`src/rtl/me_mb_scheduler.sv`:
```
// Frame-level macroblock sequencer for the hexagon motion-estimation engine.
// Walks every 16x16 macroblock in raster order, drives the engine, collects
// mv_x/mv_y/sad into one ready/valid record per macroblock and keeps a
// frame-total SAD. Supports abort with a clean engine handshake unwind.
module me_mb_scheduler #(
    parameter int WIDTH  = 352,
    parameter int HEIGHT = 240
) (
    input  logic        clk,
    input  logic        rst_n,
    input  logic        frame_start,
    input  logic        abort,
    input  logic [31:0] cur_base,
    input  logic [31:0] ref_base,
    output logic        me_start,
    output logic [31:0] me_frame_addr,
    output logic [31:0] me_ref_addr,
    output logic [31:0] me_mb_x,
    output logic [31:0] me_mb_y,
    input  logic [5:0]  me_mv_x,
    input  logic [5:0]  me_mv_y,
    input  logic [15:0] me_sad,
    input  logic        me_done,
    output logic        res_valid,
    input  logic        res_ready,
    output logic [8:0]  res_mb_idx,
    output logic [5:0]  res_mv_x,
    output logic [5:0]  res_mv_y,
    output logic [15:0] res_sad,
    output logic [24:0] total_sad,
    output logic        busy,
    output logic        frame_done
);

    localparam int          MB_COLS  = WIDTH / 16;
    localparam int          MB_ROWS  = HEIGHT / 16;
    localparam logic [8:0]  IDX_LAST = 9'(MB_COLS * MB_ROWS - 1);
    localparam logic [31:0] X_LAST   = 32'(WIDTH - 16);

    typedef enum logic [2:0] {
        IDLE,
        ISSUE,
        PUSH,
        WAIT_REL,
        FIN,
        ABORT_HI,
        ABORT_LO
    } state_t;

    state_t      state, state_d;
    logic [8:0]  mb_idx, mb_idx_d;
    logic        me_start_d;
    logic [31:0] me_frame_addr_d, me_ref_addr_d, me_mb_x_d, me_mb_y_d;
    logic        res_valid_d;
    logic [8:0]  res_mb_idx_d;
    logic [5:0]  res_mv_x_d, res_mv_y_d;
    logic [15:0] res_sad_d;
    logic [24:0] total_sad_d;
    logic        busy_d, frame_done_d;

    // Register state and every output so nothing downstream sees a combinational path.
    always_ff @(posedge clk or negedge rst_n) begin
        if (!rst_n) begin
            state         <= IDLE;
            mb_idx        <= '0;
            me_start      <= 1'b0;
            me_frame_addr <= '0;
            me_ref_addr   <= '0;
            me_mb_x       <= '0;
            me_mb_y       <= '0;
            res_valid     <= 1'b0;
            res_mb_idx    <= '0;
            res_mv_x      <= '0;
            res_mv_y      <= '0;
            res_sad       <= '0;
            total_sad     <= '0;
            busy          <= 1'b0;
            frame_done    <= 1'b0;
        end else begin
            state         <= state_d;
            mb_idx        <= mb_idx_d;
            me_start      <= me_start_d;
            me_frame_addr <= me_frame_addr_d;
            me_ref_addr   <= me_ref_addr_d;
            me_mb_x       <= me_mb_x_d;
            me_mb_y       <= me_mb_y_d;
            res_valid     <= res_valid_d;
            res_mb_idx    <= res_mb_idx_d;
            res_mv_x      <= res_mv_x_d;
            res_mv_y      <= res_mv_y_d;
            res_sad       <= res_sad_d;
            total_sad     <= total_sad_d;
            busy          <= busy_d;
            frame_done    <= frame_done_d;
        end
    end

    // Next-state and next-output logic; abort is checked first in each busy state.
    always_comb begin
        state_d         = state;
        mb_idx_d        = mb_idx;
        me_start_d      = me_start;
        me_frame_addr_d = me_frame_addr;
        me_ref_addr_d   = me_ref_addr;
        me_mb_x_d       = me_mb_x;
        me_mb_y_d       = me_mb_y;
        res_valid_d     = res_valid;
        res_mb_idx_d    = res_mb_idx;
        res_mv_x_d      = res_mv_x;
        res_mv_y_d      = res_mv_y;
        res_sad_d       = res_sad;
        total_sad_d     = total_sad;
        frame_done_d    = 1'b0;

        case (state)
            IDLE: begin
                if (frame_start) begin
                    me_frame_addr_d = cur_base;
                    me_ref_addr_d   = ref_base;
                    me_mb_x_d       = '0;
                    me_mb_y_d       = '0;
                    mb_idx_d        = '0;
                    total_sad_d     = '0;
                    me_start_d      = 1'b1;
                    state_d         = ISSUE;
                end
            end
            ISSUE: begin
                if (abort) begin
                    me_start_d = 1'b0;
                    state_d    = me_done ? ABORT_LO : ABORT_HI;
                end else if (me_done) begin
                    res_mv_x_d   = me_mv_x;
                    res_mv_y_d   = me_mv_y;
                    res_sad_d    = me_sad;
                    res_mb_idx_d = mb_idx;
                    total_sad_d  = total_sad + 25'(me_sad);
                    me_start_d   = 1'b0;
                    res_valid_d  = 1'b1;
                    state_d      = PUSH;
                end
            end
            PUSH: begin
                if (abort) begin
                    res_valid_d = 1'b0;
                    state_d     = ABORT_LO;
                end else if (res_valid && res_ready) begin
                    res_valid_d = 1'b0;
                    state_d     = WAIT_REL;
                end
            end
            WAIT_REL: begin
                if (abort) begin
                    state_d = ABORT_LO;
                end else if (!me_done) begin
                    if (mb_idx == IDX_LAST) begin
                        frame_done_d = 1'b1;
                        state_d      = FIN;
                    end else begin
                        if (me_mb_x == X_LAST) begin
                            me_mb_x_d = '0;
                            me_mb_y_d = me_mb_y + 32'd16;
                        end else begin
                            me_mb_x_d = me_mb_x + 32'd16;
                        end
                        mb_idx_d   = mb_idx + 9'd1;
                        me_start_d = 1'b1;
                        state_d    = ISSUE;
                    end
                end
            end
            FIN: begin
                state_d = IDLE;
            end
            ABORT_HI: begin
                if (me_done) state_d = ABORT_LO;
            end
            ABORT_LO: begin
                if (!me_done) state_d = IDLE;
            end
            default: begin
                state_d = IDLE;
            end
        endcase

        busy_d = (state_d != IDLE);
    end

endmodule

```
`config.mk`:
```
export PLATFORM = sky130hd
export DESIGN_NAME = me_mb_scheduler
export DESIGN_NICKNAME = d
export VERILOG_FILES = /design/src/rtl/me_mb_scheduler.sv
export SDC_FILE = /design/constraint.sdc
export NUM_CORES = 1
export LEC_CHECK = 0
export ABC_AREA = 0
export BUFFER_PORTS_ARGS = -buffer_cell sky130_fd_sc_hd__buf_2
export CAP_MARGIN = 20
export CORE_MARGIN = 1
export CORE_UTILIZATION = 47
export DETAILED_ROUTE_END_ITERATION = 10
export PLACE_DENSITY_LB_ADDON = 0.25
export SLEW_MARGIN = 40
export SYNTH_ARGS = -nofsm -noshare
export SYNTH_HDL_FRONTEND = slang
export SYNTH_SLANG_ARGS = --single-unit
```
`constraint.sdc`:
```
create_clock -name clk -period 2.5 [get_ports clk]
set_clock_uncertainty 0.15 [all_clocks]
set_input_delay 0.75 -clock clk [delete_from_list [all_inputs] [get_ports clk]]
set_output_delay 0.75 -clock clk [all_outputs]
set_load 0.02 [all_outputs]
```
After elaboration in Yosys (flattened, before gate mapping)
Cells that the tools add are included.

word-level totals
  register bits = 206
  latch bits = 0
  memory bits (writable) = 0
  bits in read-only memories = 0
  bits of input ports = 98
  output and inout port bits = 194
  logic and storage cells = 98
  memories kept = 0

operators by class
  $add $sub $neg = 4
  multiply operators = 0
  divide/modulo/power cells = 0
  magnitude comparators = 0
  equality and inequality tests = 16
  shift-type cells = 0
  muxes and demuxes = 48
  bitwise operators = 1
  reductions and logical operators = 14

operators with widths
  operator                                                                 count
  32-bit 2-to-1 mux                                                        9
  32-bit one-hot mux with 2 select lines                                   2
  25-bit 2-to-1 mux                                                        3
  32-bit by 5-bit adder with 32-bit output (second input constant)         2
  25-bit one-hot mux with 2 select lines                                   1
  9-bit 2-to-1 mux                                                         4
  32-bit by 9-bit equality test with 1-bit output (second input constant)  1
  3-bit 2-to-1 mux                                                         10
  25-bit by 16-bit adder with 25-bit output                                1
  3-bit one-hot mux with 6 select lines                                    1
  9-bit one-hot mux with 2 select lines                                    1
  1-bit 2-to-1 mux                                                         14
  2-bit inequality test (second input constant)                            7
  6-bit AND reduction                                                      2
  9-bit by 1-bit adder with 9-bit output (second input constant)           1
  9-bit equality test (second input constant)                              1
  4-bit AND reduction                                                      2
  3-bit by 2-bit equality test with 1-bit output (second input constant)   2
  3-bit equality test (second input constant)                              2
  3-bit inequality test (second input constant)                            2
  2-bit nonzero test                                                       3
  3-bit nonzero test                                                       2
  5-bit AND reduction                                                      1
  3-bit by 1-bit equality test with 1-bit output (second input constant)   1
  8 further kinds                                                          8

Logic depth before layout (Yosys ltp)
  depth in word-level cells = 6
  mapped depth = 10
  gate-level depth less buffers = 9

Worst setup path before layout
No wires, ideal clock.

  kind = input port to flip-flop
  start point = in me_sad[0]
  end point = reg total_sad[24]
  setup time = 0.079 ns
  arrival = 2.731 ns
  required time = 2.271 ns
  path slack = -0.461 ns
  stages on the path = 9
  buffers on the path = 0
  cells stage by stage = ha_1 > inv_1 > fa_1 > nor2b_1 > o2111ai_1 > a21oi_1 > o211ai_1 > a2111oi_0 > mux2i_1

between the ends
  word-level cells in the longest chain between the ends = 4

RTL lines
  item                                       line  source
  from (decl)                                22    input logic [15:0] me_sad,
  25-bit by 16-bit adder with 25-bit output  137   total_sad_d = total_sad + 25'(me_sad);
  25-bit 2-to-1 mux                          132   end else if (me_done) begin
  25-bit 2-to-1 mux                          129   if (abort) begin
  25-bit one-hot mux with 2 select lines     115   case (state)
  to (signal assigned)                       92    total_sad <= total_sad_d;
  to (decl)                                  30    output logic [24:0] total_sad,

Every way passes these cells. The select of a mux whose other input is x is not followed.
A chain may end at the register's enable or synchronous reset.

Worst setup path in the final report
  start point = in me_sad[7]
  end point = reg total_sad[14]

Same word-level chain as after synthesis.

==> out/metrics.yaml <==
outcome:
  status: "finished clean"
placement:
  gp_congestion: 0.8604
  io_buffers: 283
  hpwl_mm: 18.03
  postPlaceCellArea_sq_um: 12080
  dp_cells: 1620
grt:
  busiest_layer: "met2"
  grt_pass1_vias: 8357
  antenna_found_initial: 0
  met1_usage_pct: 31.83
  gr-usage-met2_pct: 39.21
  grt_max_degree: 59
  grtUsageTotal_pct: 24.16
  grt_pass1_wl_mm: 41.34
  met3_usage_pct: 5.298
  overflow: 0
sta:
  period_share_pct: 96.51
  rsz0062_at_grt: "yes"
  hold_violations: 0
  slew_headroom_pct: 64.61
  finalSetupViolCount: 0
  fin_crit_ps: 2413
  hold_ws_ps: 145.0
  clock.fmax_mhz: 414.5
  drv_slew: 0
  tightest_slew_ps: 528.9
final_layout:
  layout.cells.non_filler: 1656
  n_antenna_cell: 0
  final_area_sq_um: 12760
  drive_gt1_share_pct: 35.14
  syn_to_final_growth_pct: 31.62
  fin_nets: 1493
  nFillCells: 1752
  utilization_pct: 63.08
min_path:
  hold_path.class: "in -> async"
clock_tree:
  clock_sinks: 198
  cts_root_buf: "clkbuf_16"
  clk_latency_ps: 430
  ctsHtreeMaxLevel: 4
  cts_tree: "done"
  cts_buffers: 17
  path_clk_slew_ps: 70
  clk_path_buf_depth: 2
pwr:
  p_leak_nw: 6.736
  seq_power_share_pct: 34.3
  clkPwrFrac_pct: 19.5
  vdd_ir_drop_max_mv: 0.5928
  switching_share_pct: 42.41
  p_int_w: 0.007924
  p_sw_w: 0.005836
  powerDensity_nw_per_um2: 1078
  pwr-share-comb_pct: 46.1
floorplan:
  die_area_sq_um: 21210
  initial_utilization_pct: 47.93
  die_w_um: 145.6
  die_y_um: 145.6
  core_area_sq_um: 20230
  row_count: 52
  io_pins: 292
route:
  ant_nets: 0
  dr.pass1.iters: 5
  routed_wl_mm: 24.99
  drtIter0Drc: 473
  post_drt_wl_per_cell_um: 15.09
  drc: 0
  num_vias: 8663
  vias_per_cell: 5.231
synth:
  synthTopCellsByCount: "nand2_1, dfrtp_1, nor2_1, a21oi_1"
  syn_avg_cell_area_sq_um: 9.508
  synth.top_cell.area_share_pct: 51.09
  ys_seq_area_share_pct: 51.09
  ys_ff_latch: 198
  netlist_area_sq_um: 9698
  synthCells: 1020
  ys_warn_count: 0
  yosys_most_used_dff: "dfrtp_1"
  synth_cell_types: 66
  synth_edf_count: 0
  synth_area_leaders: "dfrtp_1, nand2_1, mux2_2, ha_1, nor2_1"
  ys_async_sr_fraction_pct: 100.0
  yosysTopAreaCell: "dfrtp_1"
  synth_most_common_cell: "nand2_1"
worst_setup_path:
  critPathLaunchType: "input pin"
  cp.arrival_ps: 2570
  critPathMaxFanout: 5
  critPathCaptureType: "flip-flop"
  crit_type: "in -> reg"
  cp_data_required_time_ps: 2660
run:
  cap_viol_max_count: 0
-- layout make-up --
cell class                      count  area (sq um)  area share, %
Sequential cell                   198          4959          38.85
Inverter                           20         75.07         0.5881
Tap cell                          270         337.8          2.647
Timing Repair Buffer              382          2271          17.79
Clock buffer                       17         425.4          3.333
Multi-Input combinational cell    754          4542          35.58
Clock inverter                     15         155.1          1.215
-- per-layer routing --
| layer | vias to the layer above | share of wire [%] |
|---|---|---|
| met5 | - | 0 |
| met4 | 0 | 2.3 |
| met3 | 37 | 5.6 |
| met2 | 294 | 47 |
| met1 | 4124 | 45 |
| li1 | 4208 | - |
-- registers in the layout, indices dropped and copies added, names as in the netlist, 3 cells and up --
signal / flops
mb_idx: 9
me_mb_y: 28
res_mv_x: 6
total_sad: 25
state: 3
me_frame_addr: 32
me_mb_x: 28
me_ref_addr: 32
res_sad: 16
res_mv_y: 6
res_mb_idx: 9
-- logic make-up (layout without fill, tap and decap cells) --
| logic type | Yosys count | after routing | share of synthesized area [%] |
|---|---|---|---|
| flops | 198 | 198 | 51.09 |
| fa+ha+maj | 22 | 22 | 2.916 |
| buf+inv | 75 | 434 | 3.432 |
| compound gates | 135 | 135 | 8.786 |
| simple gates | 498 | 498 | 24.38 |
| xor+xnor | 40 | 40 | 3.612 |
| mux | 51 | 51 | 5.741 |
| other cells | 1 | 8 | 0.03867 |
-- final timing paths --
| path | startpoint | to | slack (ps) | cells after the start |
|---|---|---|---|---|
| worst max-delay path | me_sad[7] | total_sad[14]$_DFFE_PN0P_ | 90 | 8 |
| max in group asynchronous | rst_n | me_mb_x[24]$_DFFE_PN0P_ | 1410 | 2 |
| worst min register to register | me_frame_addr[7]$_DFFE_PN0P_ | me_frame_addr[7]$_DFFE_PN0P_ | 320 | 2 |
| worst min-delay path | rst_n | res_mv_x[3]$_DFFE_PN0P_ | 140 | 1 |
| worst max register to register | total_sad[7]$_DFFE_PN0P_ | total_sad[14]$_DFFE_PN0P_ | 120 | 7 |
| min in group clk | me_frame_addr[7]$_DFFE_PN0P_ | me_frame_addr[7]$_DFFE_PN0P_ | 320 | 2 |
-- layout by cell type (no fill, tap or decap), types with 20 or more instances in the layout --
master,n
nor2_1,56
nand3_1,35
o21ai_0,36
a21oi_1,34
mux2_2,37
nand4_1,28
dfrtp_1,195
nand2_1,265
buf_2,281
buf_4,92
ha_1,20
xor2_1,24
-- worst max-delay path, stage by stage --
cell	delay, ps
buf_2	100
ha_1	300
a21o_1	210
a211o_1	320
o211ai_1	350
buf_4	200
nand2_1	50
a221o_1	280
-- power by group through the flow --
stage	Sequential, W	Clock [W]	Combinational, W
global placement	0.00473	0	0.00620
CTS	0.00472	0.00275	0.00635
finish	0.00473	0.00269	0.00634
floorplan	0.00584	0	0.00286
detailed placement	0.00475	0	0.00632
global route	0.00485	0.00288	0.00697
-- per-stage QoR --
| step | power [W] | setup WS [ps] | TNS (ps) |
|---|---|---|---|
| floorplan | 0.008706 | -226.9 | -982.0 |
| global placement | 0.01093 | -475.4 | -9035 |
| detailed placement | 0.01107 | -518.3 | -10280 |
| CTS | 0.01382 | 19.64 | 0 |
| global route | 0.01470 | -49.44 | -119.5 |
| finish | 0.01376 | 87.19 | 0 |
-- repair_timing --
| item | in CTS | in global routing |
|---|---|---|
| gates resized for setup | 4 | 16 |
| pin swaps | 3 | 5 |
| setup endpoints to repair | 5 | 65 |
| hold buffers | 0 | 0 |
| setup buffers | 2 | 2 |
(Power assumes the default switching activity.)
